## config.mk

```make
export PLATFORM = sky130hd
export DESIGN_NAME = booth_r4_seq
export DESIGN_NICKNAME = d
export VERILOG_FILES = /design/src/rtl/booth_pkg.sv /design/src/rtl/booth_r4_enc.sv /design/src/rtl/rca.sv /design/src/rtl/booth_r4_seq.sv
export SDC_FILE = /design/constraint.sdc
export NUM_CORES = 1
export LEC_CHECK = 0
export ABC_AREA = 1
export CORE_MARGIN = 2
export CORE_UTILIZATION = 35
export DETAILED_ROUTE_END_ITERATION = 8
export PLACE_DENSITY = 0.65
export SLEW_MARGIN = 20
export SYNTH_ARGS = -nofsm -noshare
export SYNTH_HDL_FRONTEND = slang
export SYNTH_HIERARCHICAL = 1
export SYNTH_SLANG_ARGS = --single-unit
```

## constraint.sdc

```tcl
create_clock -name clk -period 22 [get_ports clk]
set_clock_uncertainty 0.2 [all_clocks]
set_input_delay 4.4 -clock clk [delete_from_list [all_inputs] [get_ports clk]]
set_output_delay 4.4 -clock clk [all_outputs]
set_load 0.01 [all_outputs]
```

## src/rtl/booth_pkg.sv

```systemverilog
// Shared types and the radix-4 Booth recode table for the booth_mul datapath.
// The recode function maps a {q1,q0,q-1} triplet to a signed digit select.
package booth_pkg;

  typedef enum logic [1:0] {
    IDLE,
    RUN,
    DONE
  } booth_state_t;

  typedef enum logic [2:0] {
    ZERO,
    P1,
    P2,
    M1,
    M2
  } booth_sel_t;

  function automatic booth_sel_t booth_recode(input logic [2:0] bits);
    booth_sel_t r;
    r = ZERO;
    unique case (bits)
      3'b001, 3'b010: r = P1;
      3'b011:         r = P2;
      3'b100:         r = M2;
      3'b101, 3'b110: r = M1;
      default:        r = ZERO;
    endcase
    return r;
  endfunction

endpackage

```

## src/rtl/booth_r4_enc.sv

```systemverilog
// Radix-4 Booth recoder: picks the addend magnitude (0, M, 2M) and sign.
// The caller inverts the magnitude and injects neg as carry-in.
module booth_r4_enc
  import booth_pkg::*;
#(
  parameter int W = 18
) (
  input  logic [2:0]   bits,
  input  logic [W-1:0] m,
  output logic [W-1:0] mag,
  output logic         neg
);

  booth_sel_t sel;

  assign sel = booth_recode(bits);

  always_comb begin
    mag = '0;
    neg = 1'b0;
    unique case (sel)
      ZERO: mag = '0;
      P1:   mag = m;
      P2:   mag = {m[W-2:0], 1'b0};
      M1: begin
        mag = m;
        neg = 1'b1;
      end
      M2: begin
        mag = {m[W-2:0], 1'b0};
        neg = 1'b1;
      end
      default: mag = '0;
    endcase
  end

endmodule

```

## src/rtl/rca.sv

```systemverilog
// Ripple-carry adder used as the Booth accumulator adder.
// Carry chain built from per-bit full adders.
module RCA #(
  parameter int N = 8
) (
  input  logic [N-1:0] A,
  input  logic [N-1:0] B,
  input  logic         Carry_i,
  output logic [N-1:0] S,
  output logic         Carry_o
);

  logic [N:0] c;

  assign c[0] = Carry_i;

  for (genvar i = 0; i < N; i++) begin : g_fa
    assign S[i]   = A[i] ^ B[i] ^ c[i];
    assign c[i+1] = (A[i] & B[i]) | (c[i] & (A[i] ^ B[i]));
  end

  assign Carry_o = c[N];

endmodule

```

## src/rtl/booth_r4_seq.sv

```systemverilog
// Sequential radix-4 Booth multiplier, two multiplier bits per cycle.
// Define BOOTH_EARLY_TERM_EN to exit early once the remaining recodes are all zero.
module booth_r4_seq
  import booth_pkg::*;
#(
  parameter int N = 16
) (
  input  logic           clk,
  input  logic           rst_n,
  input  logic           in_valid,
  output logic           in_ready,
  input  logic [N-1:0]   a_i,
  input  logic [N-1:0]   b_i,
  output logic           out_valid,
  input  logic           out_ready,
  output logic [2*N-1:0] p_o
);

  localparam int W  = N + 2;
  localparam int SW = (N / 2 > 1) ? $clog2(N / 2) : 1;

  booth_state_t  state;
  logic [W-1:0]  m_q;
  logic [W-1:0]  h_q;
  logic [N-1:0]  q_q;
  logic          qm1_q;
  logic [SW-1:0] step_q;

  logic [W-1:0]  mag;
  logic [W-1:0]  b_op;
  logic [W-1:0]  s;
  logic          neg;
  logic          carry_unused;
  logic          last;
  logic [W-1:0]  h_nx;
  logic [N-1:0]  q_nx;

  booth_r4_enc #(.W(W)) u_enc (
    .bits ({q_q[1:0], qm1_q}),
    .m    (m_q),
    .mag  (mag),
    .neg  (neg)
  );

  assign b_op = mag ^ {W{neg}};

  RCA #(.N(W)) u_rca (
    .A       (h_q),
    .B       (b_op),
    .Carry_i (neg),
    .S       (s),
    .Carry_o (carry_unused)
  );

  assign in_ready = (state == IDLE);
  assign last     = (step_q == SW'(N / 2 - 1));
  assign h_nx     = {{2{s[W-1]}}, s[W-1:2]};
  assign q_nx     = {s[1:0], q_q[N-1:2]};

`ifdef BOOTH_EARLY_TERM_EN
  logic [N-1:0]   mask;
  logic           early;
  logic [W+N-1:0] hq_sh;

  // Unconsumed multiplier bits sit in the low N-2*step bits of Q.
  assign mask  = {N{1'b1}} >> {step_q, 1'b0};
  assign early = qm1_q ? ((q_q & mask) == mask)
                       : ((q_q & mask) == '0);
  assign hq_sh = $signed({h_q, q_q}) >>> (N - 2 * int'(step_q));
`endif

  always_ff @(posedge clk or negedge rst_n) begin
    if (!rst_n) begin
      state     <= IDLE;
      out_valid <= 1'b0;
      p_o       <= '0;
      m_q       <= '0;
      h_q       <= '0;
      q_q       <= '0;
      qm1_q     <= 1'b0;
      step_q    <= '0;
    end else begin
      unique case (state)
        IDLE: begin
          if (in_valid) begin
            m_q    <= {{2{a_i[N-1]}}, a_i};
            h_q    <= '0;
            q_q    <= b_i;
            qm1_q  <= 1'b0;
            step_q <= '0;
            state  <= RUN;
          end
        end
        RUN: begin
`ifdef BOOTH_EARLY_TERM_EN
          if (early) begin
            h_q       <= hq_sh[W+N-1:N];
            q_q       <= hq_sh[N-1:0];
            p_o       <= {hq_sh[2*N-1:N], hq_sh[N-1:0]};
            out_valid <= 1'b1;
            state     <= DONE;
          end else
`endif
          begin
            h_q    <= h_nx;
            q_q    <= q_nx;
            qm1_q  <= q_q[1];
            step_q <= step_q + 1'b1;
            if (last) begin
              p_o       <= {h_nx[N-1:0], q_nx};
              out_valid <= 1'b1;
              state     <= DONE;
            end
          end
        end
        DONE: begin
          if (out_ready) begin
            out_valid <= 1'b0;
            state     <= IDLE;
          end
        end
        default: state <= IDLE;
      endcase
    end
  end

endmodule

```

Word-level counts from Yosys, hierarchy flattened
Index checks and enable logic that the tools add are counted.
{"block": "totals", "out_inout_bits": 34, "register_bits": 89, "in_bits": 36}
{"block": "classes", "muxes": 18, "bitwise": 88, "reduce_logical": 13, "eq_ne": 16, "n_addsub": 1}
{"op": "18-bit case mux with 2 select lines", "count": 2}
{"op": "1-bit XOR", "count": 36}
{"op": "1-bit bitwise AND", "count": 34}
{"op": "16-bit case mux with 2 select lines", "count": 1}
{"op": "18-bit two-way mux", "count": 1}
{"op": "18-bit XOR", "count": 1}
{"op": "1-bit OR", "count": 17}
{"op": "16-bit two-way mux", "count": 1}
{"op": "3-bit == test (second input constant)", "count": 5}
{"op": "3-bit by 2-bit == test with 1-bit output (second input constant)", "count": 4}
{"op": "3-bit case mux with 4 select lines", "count": 1}
{"op": "2-bit OR reduction", "count": 5}
{"op": "3-bit by 1-bit == test with 1-bit output (second input constant)", "count": 2}
{"op": "2-bit two-way mux", "count": 3}
{"op": "2-bit != test (second input constant)", "count": 3}
{"op": "2-bit case mux with 3 select lines", "count": 1}
{"op": "3-bit case mux with 2 select lines", "count": 1}
{"op": "2-bit AND reduction", "count": 3}
{"op": "3-bit AND reduction", "count": 2}
{"op": "1-bit two-way mux", "count": 4}
{"op": "1-bit case mux with 2 select lines", "count": 2}
{"op": "2-bit nonzero test", "count": 2}
{"op": "3-bit by 1-bit adder with 3-bit output (second input constant)", "count": 1}
{"op": "3-bit two-way mux", "count": 1}
{"op": "3 further kinds", "count": 3}

Logic depth before layout (Yosys ltp)
{"block": "logic_depth", "ltp_word": 44, "depth_mapped": 29}

By module
Netlist, hierarchy kept.
{"mod": "booth_r4_seq", "seq_area_each_um2": 2177.1, "area_per_inst_um2": 3728.6, "cells_each": 428, "n_inst": 1}
{"mod": "RCA", "seq_area_each_um2": 0.0, "area_per_inst_um2": 397.9, "cells_each": 28, "n_inst": 1}
{"mod": "booth_r4_enc", "seq_area_each_um2": 0.0, "area_per_inst_um2": 285.3, "cells_each": 63, "n_inst": 1}

Worst setup path after synthesis
Ideal clock, no wire load.
{"block": "synth_timing", "path_type": "flip-flop to flip-flop", "startpoint": "register q_q[0]", "endpoint": "register h_q[16]", "synth_period_minus_slack_ns": 8.314, "setup_slack_ns": 13.686, "stages_incl_launch_ff": 30, "t_arrival_ns": 8.031, "cell_sequence": "dfrtp_1 > nand2_1 > inv_1 > nor2_1 > buf_2 > xor2_1 > fa_1 > fa_1 > fa_1 > fa_1 > fa_1 > fa_1 > fa_1 > fa_1 > fa_1 > fa_1 > fa_1 > fa_1 > fa_1 > fa_1 > fa_1 > inv_1 > fa_1 > inv_1 > fa_1 > inv_1 > fa_1 > inv_1 > inv_1 > o21ai_0"}
{"block": "synth_via", "elab_chain_len": 44}
{"element": "from (decl)", "line": "booth_r4_seq.sv:25", "text": "logic [N-1:0] q_q;"}
{"element": "from (signal assigned)", "line": "booth_r4_seq.sv:88", "text": "q_q <= b_i;"}
{"element": "from (signal assigned)", "line": "booth_r4_seq.sv:106", "text": "q_q <= q_nx;"}
{"element": "3-bit == test (tied with other cells)", "line": "booth_pkg.sv:22", "text": "unique case (bits)"}
{"element": "2-bit OR reduction", "line": "booth_pkg.sv:22"}
{"element": "3-bit case mux with 4 select lines *", "line": "booth_pkg.sv:22"}
{"element": "3-bit by 2-bit == test with 1-bit output or 3-bit == test (tied branches)", "line": "booth_r4_enc.sv:21", "text": "unique case (sel)"}
{"element": "2-bit OR reduction (no line) *"}
{"element": "1-bit two-way mux *", "line": "booth_r4_enc.sv:21"}
{"element": "net neg", "line": "booth_r4_seq.sv:32", "text": "logic neg;"}
{"element": "18-bit XOR *", "line": "booth_r4_seq.sv:45", "text": "assign b_op = mag ^ {W{neg}};"}
{"element": "net b_op[0]", "line": "booth_r4_seq.sv:30", "text": "logic [W-1:0] b_op;"}
{"element": "(+30 left out)"}
{"element": "1-bit OR *", "line": "rca.sv:19", "text": "assign c[i+1] = (A[i] & B[i]) | (c[i] & (A[i] ^ B[i]));"}
{"element": "1-bit bitwise AND *", "line": "rca.sv:19"}
{"element": "1-bit OR *", "line": "rca.sv:19"}
{"element": "1-bit bitwise AND *", "line": "rca.sv:19"}
{"element": "1-bit OR *", "line": "rca.sv:19"}
{"element": "1-bit XOR *", "line": "rca.sv:18", "text": "assign S[i] = A[i] ^ B[i] ^ c[i];"}
{"element": "net s[17]", "line": "booth_r4_seq.sv:31", "text": "logic [W-1:0] s;"}
{"element": "18-bit case mux with 2 select lines *", "line": "booth_r4_seq.sv:83", "text": "unique case (state)"}
{"element": "to (signal assigned)", "line": "booth_r4_seq.sv:105", "text": "h_q <= h_nx;"}
{"element": "to (decl)", "line": "booth_r4_seq.sv:24", "text": "logic [W-1:0] h_q;"}
The timed path passes the listed nets; every way through them passes the cells marked *.
A chain may end at the register's enable or synchronous reset.

Worst setup path in the final report
Ends and elaborated chain as after synthesis.

==> impl_metrics.ini <==
[outcome]
run_status = finished, final reports clean

[critical_path]
cp_slowest_stage_delay_ns = 0.51
path_max_fanout = 19
worstPathRequired_ns = 22.04
path_class = reg -> reg
cpMostUsedCell = fa_1
rr_worst_depth = 28
cp-start-kind = flop
cpMaxStageDelayCell = nor2_4
cp.arrival_ns = 8.97
end_kind = flop

[pwr]
ir_drop_mv = 0.05276
p_sw_mw = 0.4177
switching_share = 0.4395
power.density_nw_per_um2 = 173.9
share_comb_of_total_power = 0.530
p_clk_frac = 0.150
p_int_mw = 0.5327
p_leak_nw = 2.745
seq_power_share = 0.320

[sta]
layout_min_cycle_time_ns = 8.930
fmax_ghz = 0.1120
rsz0062_at_grt = no
finalHoldViolCount = 0
worst_slack_ns = 13.07
whs_ns = 0.2796
slew_headroom = 0.3241
finalCritPeriodShare = 0.4059
drv_slew = 0
setup_viol = 0
tightest_slew_ns = 1.011
tns_ns = 0

[routing]
drt_iter0_markers = 165
drcViolationCount = 0
via_per_inst = 4.577
drt-total-wl_um = 9537
num_vias = 3405
postRouteAntennaNets = 0
dr.pass1.iters = 4
wl_per_cell_um = 12.82

[hold_path]
hold_path_class = reg -> reg
hold_path_depth = 2

[cells_and_area]
finalInstanceArea_um2 = 5464
n_antenna_cell = 0
fill_cells = 1196
area_growth_pct = 23.96
fin_nets = 627
layout-drive-gt1-share = 0.04514
utilization = 0.4493

[clocking]
numCtsBuffers = 9
htreeDepth = 3
cts_resized = 0
cts_tree = done
clock_sinks = 87
clk_latency_ns = 0.34
cts_hold_buf = 0
postCtsSetupBuffers = 0
root_buffer = clkbuf_16
ctsLongestPathBuffers = 2
cts.clk_slew.worst_paths_ns = 0.06

[run]
drv_cap = 0

[die]
start_util = 0.3624
fp.dieW_um = 116.2
ios = 70
die_area_um2 = 13510
rows = 40
design.core.area_um2 = 12160
fp.dieH_um = 116.2

[global_route]
top_usage_layer = met2
grt_use_met3 = 0.02854
antenna_found_initial = 0
grt_max_degree = 88
track_usage = 0.1511
grt_util_met2 = 0.2326
grt-ovfl-total = 0
grt_use_met1 = 0.2146
grt_pass1_vias = 3239
grt_pass1_wl_um = 15880

[logic_synthesis]
synth.cell_area_um2 = 4408
synth_area_per_cell_um2 = 8.510
yosysWarnings = 6
syn-num-nets = 574
postSynthCellCount = 518

[placement]
place_area_um2 = 5177
io_buffers = 69
gp_congestion = 0.7854
place_ws_ns = 12.70
hpwlAfterDp_um = 6746
[sequential cells by signal, summed over array words and instances, names as in the netlist]
name       count
out_valid      1
state          2
q_q           16
p_o           32
step_q         3
h_q           16
m_q           16
qm1_q          1
[metal layers]
layer	part of all wire	routed length [µm]
met1	0.49	4643
met2	0.47	4445
met3	0.037	355
met4	0.0096	92
met5	0	0
[metrics by stage]
step | power (mW) | instances
global placement | 0.7977 | 728
detailed placement | 0.8202 | 728
global route | 1.057 | 744
finish | 0.9504 | 744
CTS | 0.9633 | 744
floorplan | 0.6580 | 518
[cells in the final DEF (no fill, tap or decap), drive strengths merged]
| master | instances |
|---|---|
| nand2 | 208 |
| dfrtp | 87 |
| clkdlybuf4s50 | 68 |
| nand3 | 53 |
| o21ai | 52 |
| inv | 45 |
| xor2 | 18 |
| fa | 18 |
| clkbuf | 13 |
| nor2 | 5 |
| ha | 2 |
| clkinv | 2 |
| buf | 2 |
| o31ai | 1 |
| clkinvlp | 1 |
| nor3b | 1 |
[power by group through the flow]
stage,clock network (mW),logic (mW),registers [mW]
floorplan,0,0.361,0.297
global placement,0,0.494,0.304
detailed placement,0,0.514,0.306
CTS,0.145,0.513,0.305
global route,0.153,0.588,0.316
finish,0.143,0.503,0.304
[area by class of cell]
type	count	area (µm²)	area share
Sequential cell	87	2177	0.3984
Multi-Input combinational cell	358	1931	0.3533
Timing Repair Buffer	70	699.4	0.1280
Clock buffer	13	260.3	0.04763
Tap cell	168	210.2	0.03847
Inverter	45	168.9	0.03091
Clock inverter	3	17.52	0.003206
[worst max-delay path, delay by kind of cell, from the launching register on]
family | cells | cell delay [ns]
flip-flops | 1 | 0.42
XOR/XNOR | 1 | 0.19
buffers and inverters | 6 | 0.40
adder cells (fa/ha/maj) | 18 | 6.83
AO/OA/AOI/OAI | 1 | 0.14
AND/OR/NAND/NOR | 2 | 0.63
[final timing paths]
check                      startpoint        end  slack (ns)
min reg2reg                 step_q[1]  step_q[1]        0.28
min                         step_q[1]  step_q[1]        0.28
max in group asynchronous       rst_n    p_o[23]       17.14
max reg2reg                    q_q[0]    h_q[16]       13.07
min in group asynchronous       rst_n    m_q[10]        3.89
max                            q_q[0]    h_q[16]       13.07
Note: power is estimated with default switching activity, not from simulation.
